$ cat src/rtl/uart_out_arbiter.sv
// uart_out_arbiter
//   Arbitrates NUM_SRC message sources onto a single outbound UART message
//   FIFO. A grant is made only from IDLE, only while the FIFO is not full, and
//   each write is followed by a one-cycle SETTLE. That SETTLE cycle lets the
//   FIFO's registered full flag catch up before the next grant decision.
//
// Parameters
//   MSG_WIDTH  : width of one message word (equals the FIFO data width)
//   NUM_SRC    : number of requesters (>= 2)
//   FIXED_PRIO : 0 = round-robin, 1 = fixed priority (source 0 highest)
//
// Ports
//   clk           : clock, rising edge
//   n_reset       : asynchronous active-low reset
//   src_valid     : per-source request
//   src_msg       : per-source message, source i on [i*MSG_WIDTH +: MSG_WIDTH]
//   src_ack       : one-hot accept pulse, high during WRITE only
//   uart_out_full : FIFO full flag, sampled only in IDLE
//   uart_out_msg  : FIFO write data, holds the last written word
//   uart_out_req  : FIFO write enable, high during WRITE only
//   busy          : high whenever the FSM is not in IDLE
module uart_out_arbiter #(
  parameter int MSG_WIDTH  = 32,
  parameter int NUM_SRC    = 3,
  parameter int FIXED_PRIO = 0
) (
  input  logic                         clk,
  input  logic                         n_reset,
  input  logic [NUM_SRC-1:0]           src_valid,
  input  logic [NUM_SRC*MSG_WIDTH-1:0] src_msg,
  output logic [NUM_SRC-1:0]           src_ack,
  input  logic                         uart_out_full,
  output logic [MSG_WIDTH-1:0]         uart_out_msg,
  output logic                         uart_out_req,
  output logic                         busy
);

  localparam int IDX_W = (NUM_SRC > 1) ? $clog2(NUM_SRC) : 1;
  // Reset value of last_grant: the search then starts at source 0.
  localparam logic [IDX_W-1:0] LAST_IDX = IDX_W'(NUM_SRC - 1);

  typedef enum logic [1:0] {
    IDLE   = 2'd0,
    WRITE  = 2'd1,
    SETTLE = 2'd2
  } state_t;

  state_t               state_reg;
  state_t               state_next;
  logic                 grant;
  logic [IDX_W-1:0]     winner;
  logic [IDX_W-1:0]     last_grant_reg;
  logic [NUM_SRC-1:0]   ack_reg;
  logic [MSG_WIDTH-1:0] msg_reg;
  logic [NUM_SRC-1:0]   above_mask;
  logic [NUM_SRC-1:0]   masked_valid;
  logic [MSG_WIDTH-1:0] msg_arr [NUM_SRC];

  // Slice the flat message bus. Also mark the sources that sit above the
  // last grant; these are searched first in round-robin mode. In fixed
  // priority mode the mask is all zero, so the search falls straight through
  // to the plain lowest-index pick.
  genvar gi;
  generate
    for (gi = 0; gi < NUM_SRC; gi++) begin : g_src
      assign msg_arr[gi]    = src_msg[gi*MSG_WIDTH +: MSG_WIDTH];
      assign above_mask[gi] = (FIXED_PRIO == 0) && (IDX_W'(gi) > last_grant_reg);
    end
  endgenerate

  function automatic logic [IDX_W-1:0] lowest_set(input logic [NUM_SRC-1:0] vec);
    logic [IDX_W-1:0] idx;
    idx = '0;
    for (int i = NUM_SRC - 1; i >= 0; i--) begin
      if (vec[i]) idx = IDX_W'(i);
    end
    return idx;
  endfunction

  // Round-robin search. First pick the lowest requester above last_grant.
  // If none exists, wrap around and pick the lowest requester overall.
  assign masked_valid = src_valid & above_mask;
  assign winner       = (|masked_valid) ? lowest_set(masked_valid) : lowest_set(src_valid);

  // FSM next-state logic.
  always_comb begin
    state_next = state_reg;
    grant      = 1'b0;
    case (state_reg)
      IDLE: begin
        if ((|src_valid) && !uart_out_full) begin
          grant      = 1'b1;
          state_next = WRITE;
        end
      end
      WRITE:   state_next = SETTLE;
      SETTLE:  state_next = IDLE;
      default: state_next = IDLE;
    endcase
  end

  always_ff @(posedge clk or negedge n_reset) begin
    if (!n_reset) begin
      state_reg <= IDLE;
    end else begin
      state_reg <= state_next;
    end
  end

  // Grant datapath. It captures the winner's message and ack vector at the
  // IDLE->WRITE edge. In fixed priority mode last_grant is still tracked,
  // but nothing reads it.
  always_ff @(posedge clk or negedge n_reset) begin
    if (!n_reset) begin
      msg_reg        <= '0;
      ack_reg        <= '0;
      last_grant_reg <= LAST_IDX;
    end else if (grant) begin
      msg_reg        <= msg_arr[winner];
      ack_reg        <= NUM_SRC'(1) << winner;
      last_grant_reg <= winner;
    end
  end

  // req and ack come straight from the state register. An asynchronous reset
  // in WRITE therefore kills both pulses at once.
  assign uart_out_req = (state_reg == WRITE);
  assign src_ack      = uart_out_req ? ack_reg : '0;
  assign uart_out_msg = msg_reg;
  assign busy         = (state_reg != IDLE);

endmodule

$ cat config.mk
export PLATFORM = sky130hd
export DESIGN_NAME = uart_out_arbiter
export DESIGN_NICKNAME = d
export VERILOG_FILES = /design/src/rtl/uart_out_arbiter.sv
export SDC_FILE = /design/constraint.sdc
export NUM_CORES = 1
export LEC_CHECK = 0
export BUFFER_PORTS_ARGS = -buffer_cell sky130_fd_sc_hd__clkbuf_2
export CORE_MARGIN = 3
export CORE_UTILIZATION = 45
export DETAILED_ROUTE_END_ITERATION = 8
export GPL_TIMING_DRIVEN = 0
export PLACE_DENSITY = 0.93
export SYNTH_ARGS = -nofsm -noshare
export SYNTH_HDL_FRONTEND = slang
export SYNTH_SLANG_ARGS = --single-unit
$ cat constraint.sdc
create_clock -name clk -period 2.4 [get_ports clk]
set_input_delay 0.36 -clock clk [delete_from_list [all_inputs] [get_ports clk]]
set_output_delay 0.36 -clock clk [all_outputs]
set_load 0.005 [all_outputs]
======== After elaboration in Yosys (flattened, before gate mapping) ========
Index checks and enable logic that the tools add are counted.
Widths: inputs -> output; s select.
storage, ports and cells
  input bits .............................. 102
  output and inout port bits .............. 37
  word-level logic and storage cells ...... 34
  bits in registers ....................... 39
operators by class
  bitwise gates (word level) .............. 2
  equal/unequal tests ..................... 2
  shifts and indexed selects .............. 1
  order comparisons ....................... 4
  reductions and logical operators ........ 6
  multiplexer cells ....................... 15
operators by type and width
  cell                 number
  $bmux 32 s2          1
  $mux 32              2
  $mux 2               8
  $reduce_or 3->1      2
  $gt 1x2->1 const A   2
  $pmux 2 s2           1
  $and 3x3->3          1
  $ge 3x3->1 const B   1
  $mux 3               1
  $not 2->3            1
  $shl 1x2->3 const A  1
  $eq 2x1->1 const B   1
  $gt 2x2->1 const A   1
  $logic_not 2->1      1
  $mux 1               2
  $ne 2x2->1 const B   1
  $reduce_bool 2->1    1
  $logic_and 1x1->1    1
  $logic_not 1->1      1

======== Logic depth before layout (Yosys ltp) ========
  depth in word-level cells ............... 10
  depth in mapped cells ................... 7
  mapped depth without buffers ............ 5

======== Least setup slack after synthesis ========
Ideal clock, no wire load.
  path type ............................... reg-to-reg
  start ................................... register last_grant_reg[1]
  end ..................................... register msg_reg[10], in the netlist uart_out_msg[10]
  required time ........................... 2.276 ns
  setup slack ............................. 0.764 ns
  setup time .............................. 0.124 ns
  path buffers ............................ 1
  arrival ................................. 1.512 ns
  period minus slack after synthesis ...... 1.636 ns
  cell stages (with the launch flop) ...... 6
  path through ............................ dfstp_2 and2b_1 a2bb2oi_4 buf_2 a221oi_2 o21ai_2
between the ends
  longest elaborated chain between the ends .. 10
  elaborated cells on any way between the ends .. 13
  those cells by class .................... 3 x order compare; 7 x mux; 2 x bitwise; 1 x reduce/logical
RTL lines
  what                                           RTL line  RTL
  from (decl)                                    52        logic [IDX_W-1:0] last_grant_reg;
  from (signal assigned)                         121       last_grant_reg <= winner;
  $gt 2x2->1                                     67        assign above_mask[gi] = (FIXED_PRIO == 0) && (IDX_W'(gi) > last_grant_reg);
  $and 3x3->3 *                                  82        assign masked_valid = src_valid & above_mask;
  $mux 2 (3 in series)                           75        if (vec[i]) idx = IDX_W'(i);
  $mux 2 *                                       83        assign winner = (|masked_valid) ? lowest_set(masked_valid) : lowest_set(src_valid);
  $not 2->3 (implied by the code) *              119       msg_reg <= msg_arr[winner];
  $bmux 32 s2 *                                  119
  $mux 32 (implied by the code) * (2 in series)  119
  to (signal assigned)                           119
  to (decl)                                      54        logic [MSG_WIDTH-1:0] msg_reg;
Mark *: on every way between the ends. The rest lies on a longest branch, timed or not. The select of a mux whose other input is x is not followed.
A chain may end at the register's enable or synchronous reset.

======== Worst setup path in the final report ========
  start ................................... register last_grant_reg[1]
  end ..................................... register msg_reg[5], in the netlist uart_out_msg[5]
Same word-level chain as after synthesis.

==> results.md <==
- From synthesis to final layout, the design area changed by 35.4%.
- The number of antenna violations at the first check in global routing came to 0.
- In this run, post-CTS hold repair placed 0 buffers.
- For this run the aggregate overflow at the end of global routing stands at 0.
- For this run, the number of Yosys warnings is 0.
- The clock sink total is 39.
- The clock latency reported for the late side of the worst-skew pair is 0.29 ns.
- Per report_power, the combinational group accounts for 47.1% of the total.
- The critical path data required time is 2.61 ns.
- The count of instances resized after the clock tree is built is 0.
- The full die area is 6360 um^2.
- The most common cell after layout, fill and taps aside is clkbuf_2.
- The tightest slew margin relative to the limit is 33.9%.
- The final-report hold violation count is 0.
- The post-synthesis register bit count is 39.
- The kind of end point of the critical path is a flip-flop.
- The die is 79.7 um tall.
- Clock-pin slew was measured on the worst setup and hold paths at 0.07 ns.
- After the first detailed-routing iteration, the DRC count stood at 77.
- At the end of routability-driven placement, the weighted congestion stood at 0.746.
- The number of filler cells placed in the layout is 442.
- Setup repair after global routing left no endpoint under its margin.
- The repair_antennas step left the layout with diodes totalling 0.
- The share of power burned in the clock network is 16.0%.
- For this design the static power due to leakage is 1.59 nW.
- Adding up every negative setup slack in the final design gives 0 ns.
- The number of nets in the synthesized netlist is 320.
- The overall routing resource usage is 22.3%.
- The tightest min-delay check is of the input pin to async pin type.
- Across the VDD grid, the largest voltage drop is 0.000430 V.
- The largest driver fanout on the critical path is 10.
- The floorplan has 26 rows.
- In the final routed layout, each cell accounts on average for 16.1 um.
- The final clock period utilization by the worst path is 77.5%.
- In this run the cell area of the synthesized design comes to 2450 um^2.
- The flow ran to the end, and the final reports show no timing, DRC or antenna violations.
- The die extent in x is 79.7 um.
- The floorplan step defined a core boundary enclosing 5170 um^2.
- The max-slew violation total from the final report is 0.
- For this configuration, the core starts out at a cell density of 47.3%.
- The CTS tree is built.
- The fraction of final layout cells sized beyond drive strength 1 is 69.7%.
- The first-pass iteration count of the detailed router is 4.
- In the routed design, unresolved DRC markers number 0.
- For the worst setup path, the data arrival time is 2.07 ns.
- The critical path is of the flip-flop to flip-flop type.
- The internal power component is 1.70 mW.
- The via count of the routed design is 2302.
- The sequential share of power is 36.9%.
- For this design the ratio of total power to cell area is 836 nW/um^2.
- Clock skew on the completed layout was measured at 0.00646 ns.
- The reported max-cap violation count is 0.
- The number of flip-flops in the largest register is 32.
- In the layout the commonest cells are clkbuf_2, o21ai_2, nand2_1, dfrtp_1, a221oi_2.
- Summed over all nets, the switching power comes to 1.07 mW.
- The pin count of the biggest net entering global routing is 40.
- The root buffer cell chosen for the clock tree is clkbuf_8.
- The number of setup buffers added after CTS is 0.
- In the routed layout, each cell is associated on average with a via count of 5.32.
- In this run the count of I/O pins placed on the die edge is 139.
- The clock passes through at most 2 buffers.
- The final-stage net count is 465.
- For this run, the top clock speed supported by timing is 538 MHz.
- The number of port buffers is 138.
- The number of clock buffers added by TritonCTS is 5.
- The number of global-route vias before repair came to 2333.
- The slew of the pin with the lowest slew margin is 0.992 ns.
- Sequential elements use 39.9% of the synthesized area.
- The detailed-placement wirelength estimate is 5.44 mm.
- The number of nets still failing antenna checks after routing is 0.
- The cell count after synthesis came out at 218.
- The number of distinct library cells after synthesis is 27.
- Total power for the finished layout comes to 2.77 mW.
- The sum of routed wire length over all layers is 6.99 mm.
- The synthesized area divided by synthesized cell count is 11.2 um^2.
- The wire length of the first global-routing pass is 11.0 mm.
- The worst path in the final design needs a cycle of 1.86 ns, including I/O delays and setup.
- The type of origin of the critical path is a flip-flop.
- The number of H-tree branching levels is 2.
- The total of endpoints with negative setup slack in the final report is 0.
- The net switching fraction of the power is 38.6%.
## metrics by stage
| step | cell area, um^2 | setup WS [ns] | hold slack, ns | util [%] | cells |
|---|---|---|---|---|---|
| final | 3310 | 0.541 | 0.224 | 64.1 | 433 |
| after global placement | 3230 | 0.594 | 0.433 | 62.4 | 426 |
| after CTS | 3310 | 0.524 | 0.261 | 64.1 | 433 |
| after floorplan | 2450 | 0.764 | 0.0644 | - | 218 |
| after detailed placement | 3230 | 0.553 | 0.443 | 62.4 | 426 |
| after global routing | 3310 | 0.399 | 0.283 | 64.1 | 433 |
## cell families (layout without fill, tap and decap cells)
logic type             Yosys count  after routing  share of synthesized area [%]
AND/OR/NAND/NOR                 53             53                           9.41
buffers and inverters           22            167                           7.41
AO/OA/AOI/OAI                  104            104                           43.3
flip-flops                      39             39                           39.9
## synth_stat cells
cell type / count / area, um^2
buf_2: 12 / 60.1
clkinv_8: 1 / 16.3
nor2b_1: 2 / 12.5
a22o_1: 1 / 8.76
buf_6: 1 / 11.3
a221oi_1: 4 / 35.0
buf_1: 1 / 3.75
buf_4: 3 / 22.5
o21ai_1: 12 / 60.1
and2b_1: 1 / 7.51
nand2_1: 38 / 143
clkbuf_4: 1 / 7.51
a221oi_2: 28 / 420
or2_1: 1 / 6.26
nand3_1: 1 / 5.00
nand2b_1: 2 / 12.5
or3_1: 1 / 6.26
nor2_1: 2 / 7.51
nor3_1: 1 / 5.00
dfrtp_1: 38 / 951
dfstp_2: 1 / 26.3
a22oi_2: 1 / 12.5
and2_1: 4 / 25.0
o21ai_2: 56 / 490
a2bb2oi_4: 1 / 26.3
o21ai_0: 1 / 5.00
buf_12: 3 / 60.1
## path summary, 6_finish.rpt
check                                               from                          end  slack (ns)  cells past startpoint
min in group clk                             src_msg[65]  uart_out_msg[1]$_DFFE_PN0P_        0.34                      3
max in group asynchronous                        n_reset       ack_reg[1]$_DFFE_PN0P_        1.57                      1
setup / recovery           last_grant_reg[1]$_DFFE_PN1P_  uart_out_msg[5]$_DFFE_PN0P_        0.54                      5
setup reg to reg           last_grant_reg[1]$_DFFE_PN1P_  uart_out_msg[5]$_DFFE_PN0P_        0.54                      5
hold / removal                                   n_reset  uart_out_msg[1]$_DFFE_PN0P_        0.22                      1
hold reg to reg                 state_reg[1]$_DFFE_PN0P_     state_reg[1]$_DFFE_PN0P_        0.45                      1
## layer usage
layer  part of all wire (%)  global-route usage, %  vias up
li1                       -                      -     1104
met1                     38                   25.4     1088
met2                     53                   41.0       98
met3                    8.0                   5.76       12
met4                    1.2                   5.91        0
met5                      0                      0        -
## power groups by stage
stage | clock, mW | combinational [mW] | sequential [mW]
floorplan | 0 | 0.808 | 1.04
global placement | 0 | 1.28 | 1.02
detailed placement | 0 | 1.32 | 1.03
CTS | 0.462 | 1.33 | 1.02
global route | 0.499 | 1.43 | 1.05
finish | 0.444 | 1.30 | 1.02
## critical path, cell delays in order (launching register included)
cell      delay, ns
dfstp_2        0.55
and2b_1        0.24
a22oi_2        0.42
clkbuf_4       0.37
o21ai_2        0.08
o21ai_2        0.12
## layout make-up
| class | instances | area, um^2 | share of cell area [%] |
|---|---|---|---|
| multi-input combinational | 157 | 1290 | 38.9 |
| sequential | 39 | 977 | 29.5 |
| timing repair buffer | 138 | 691 | 20.8 |
| buffer | 21 | 165 | 4.98 |
| tap | 70 | 87.6 | 2.64 |
| clock buffer | 6 | 82.6 | 2.49 |
| inverter | 1 | 16.3 | 0.491 |
| clock inverter | 1 | 5.00 | 0.151 |
Note: power is estimated with default switching activity, not from simulation.
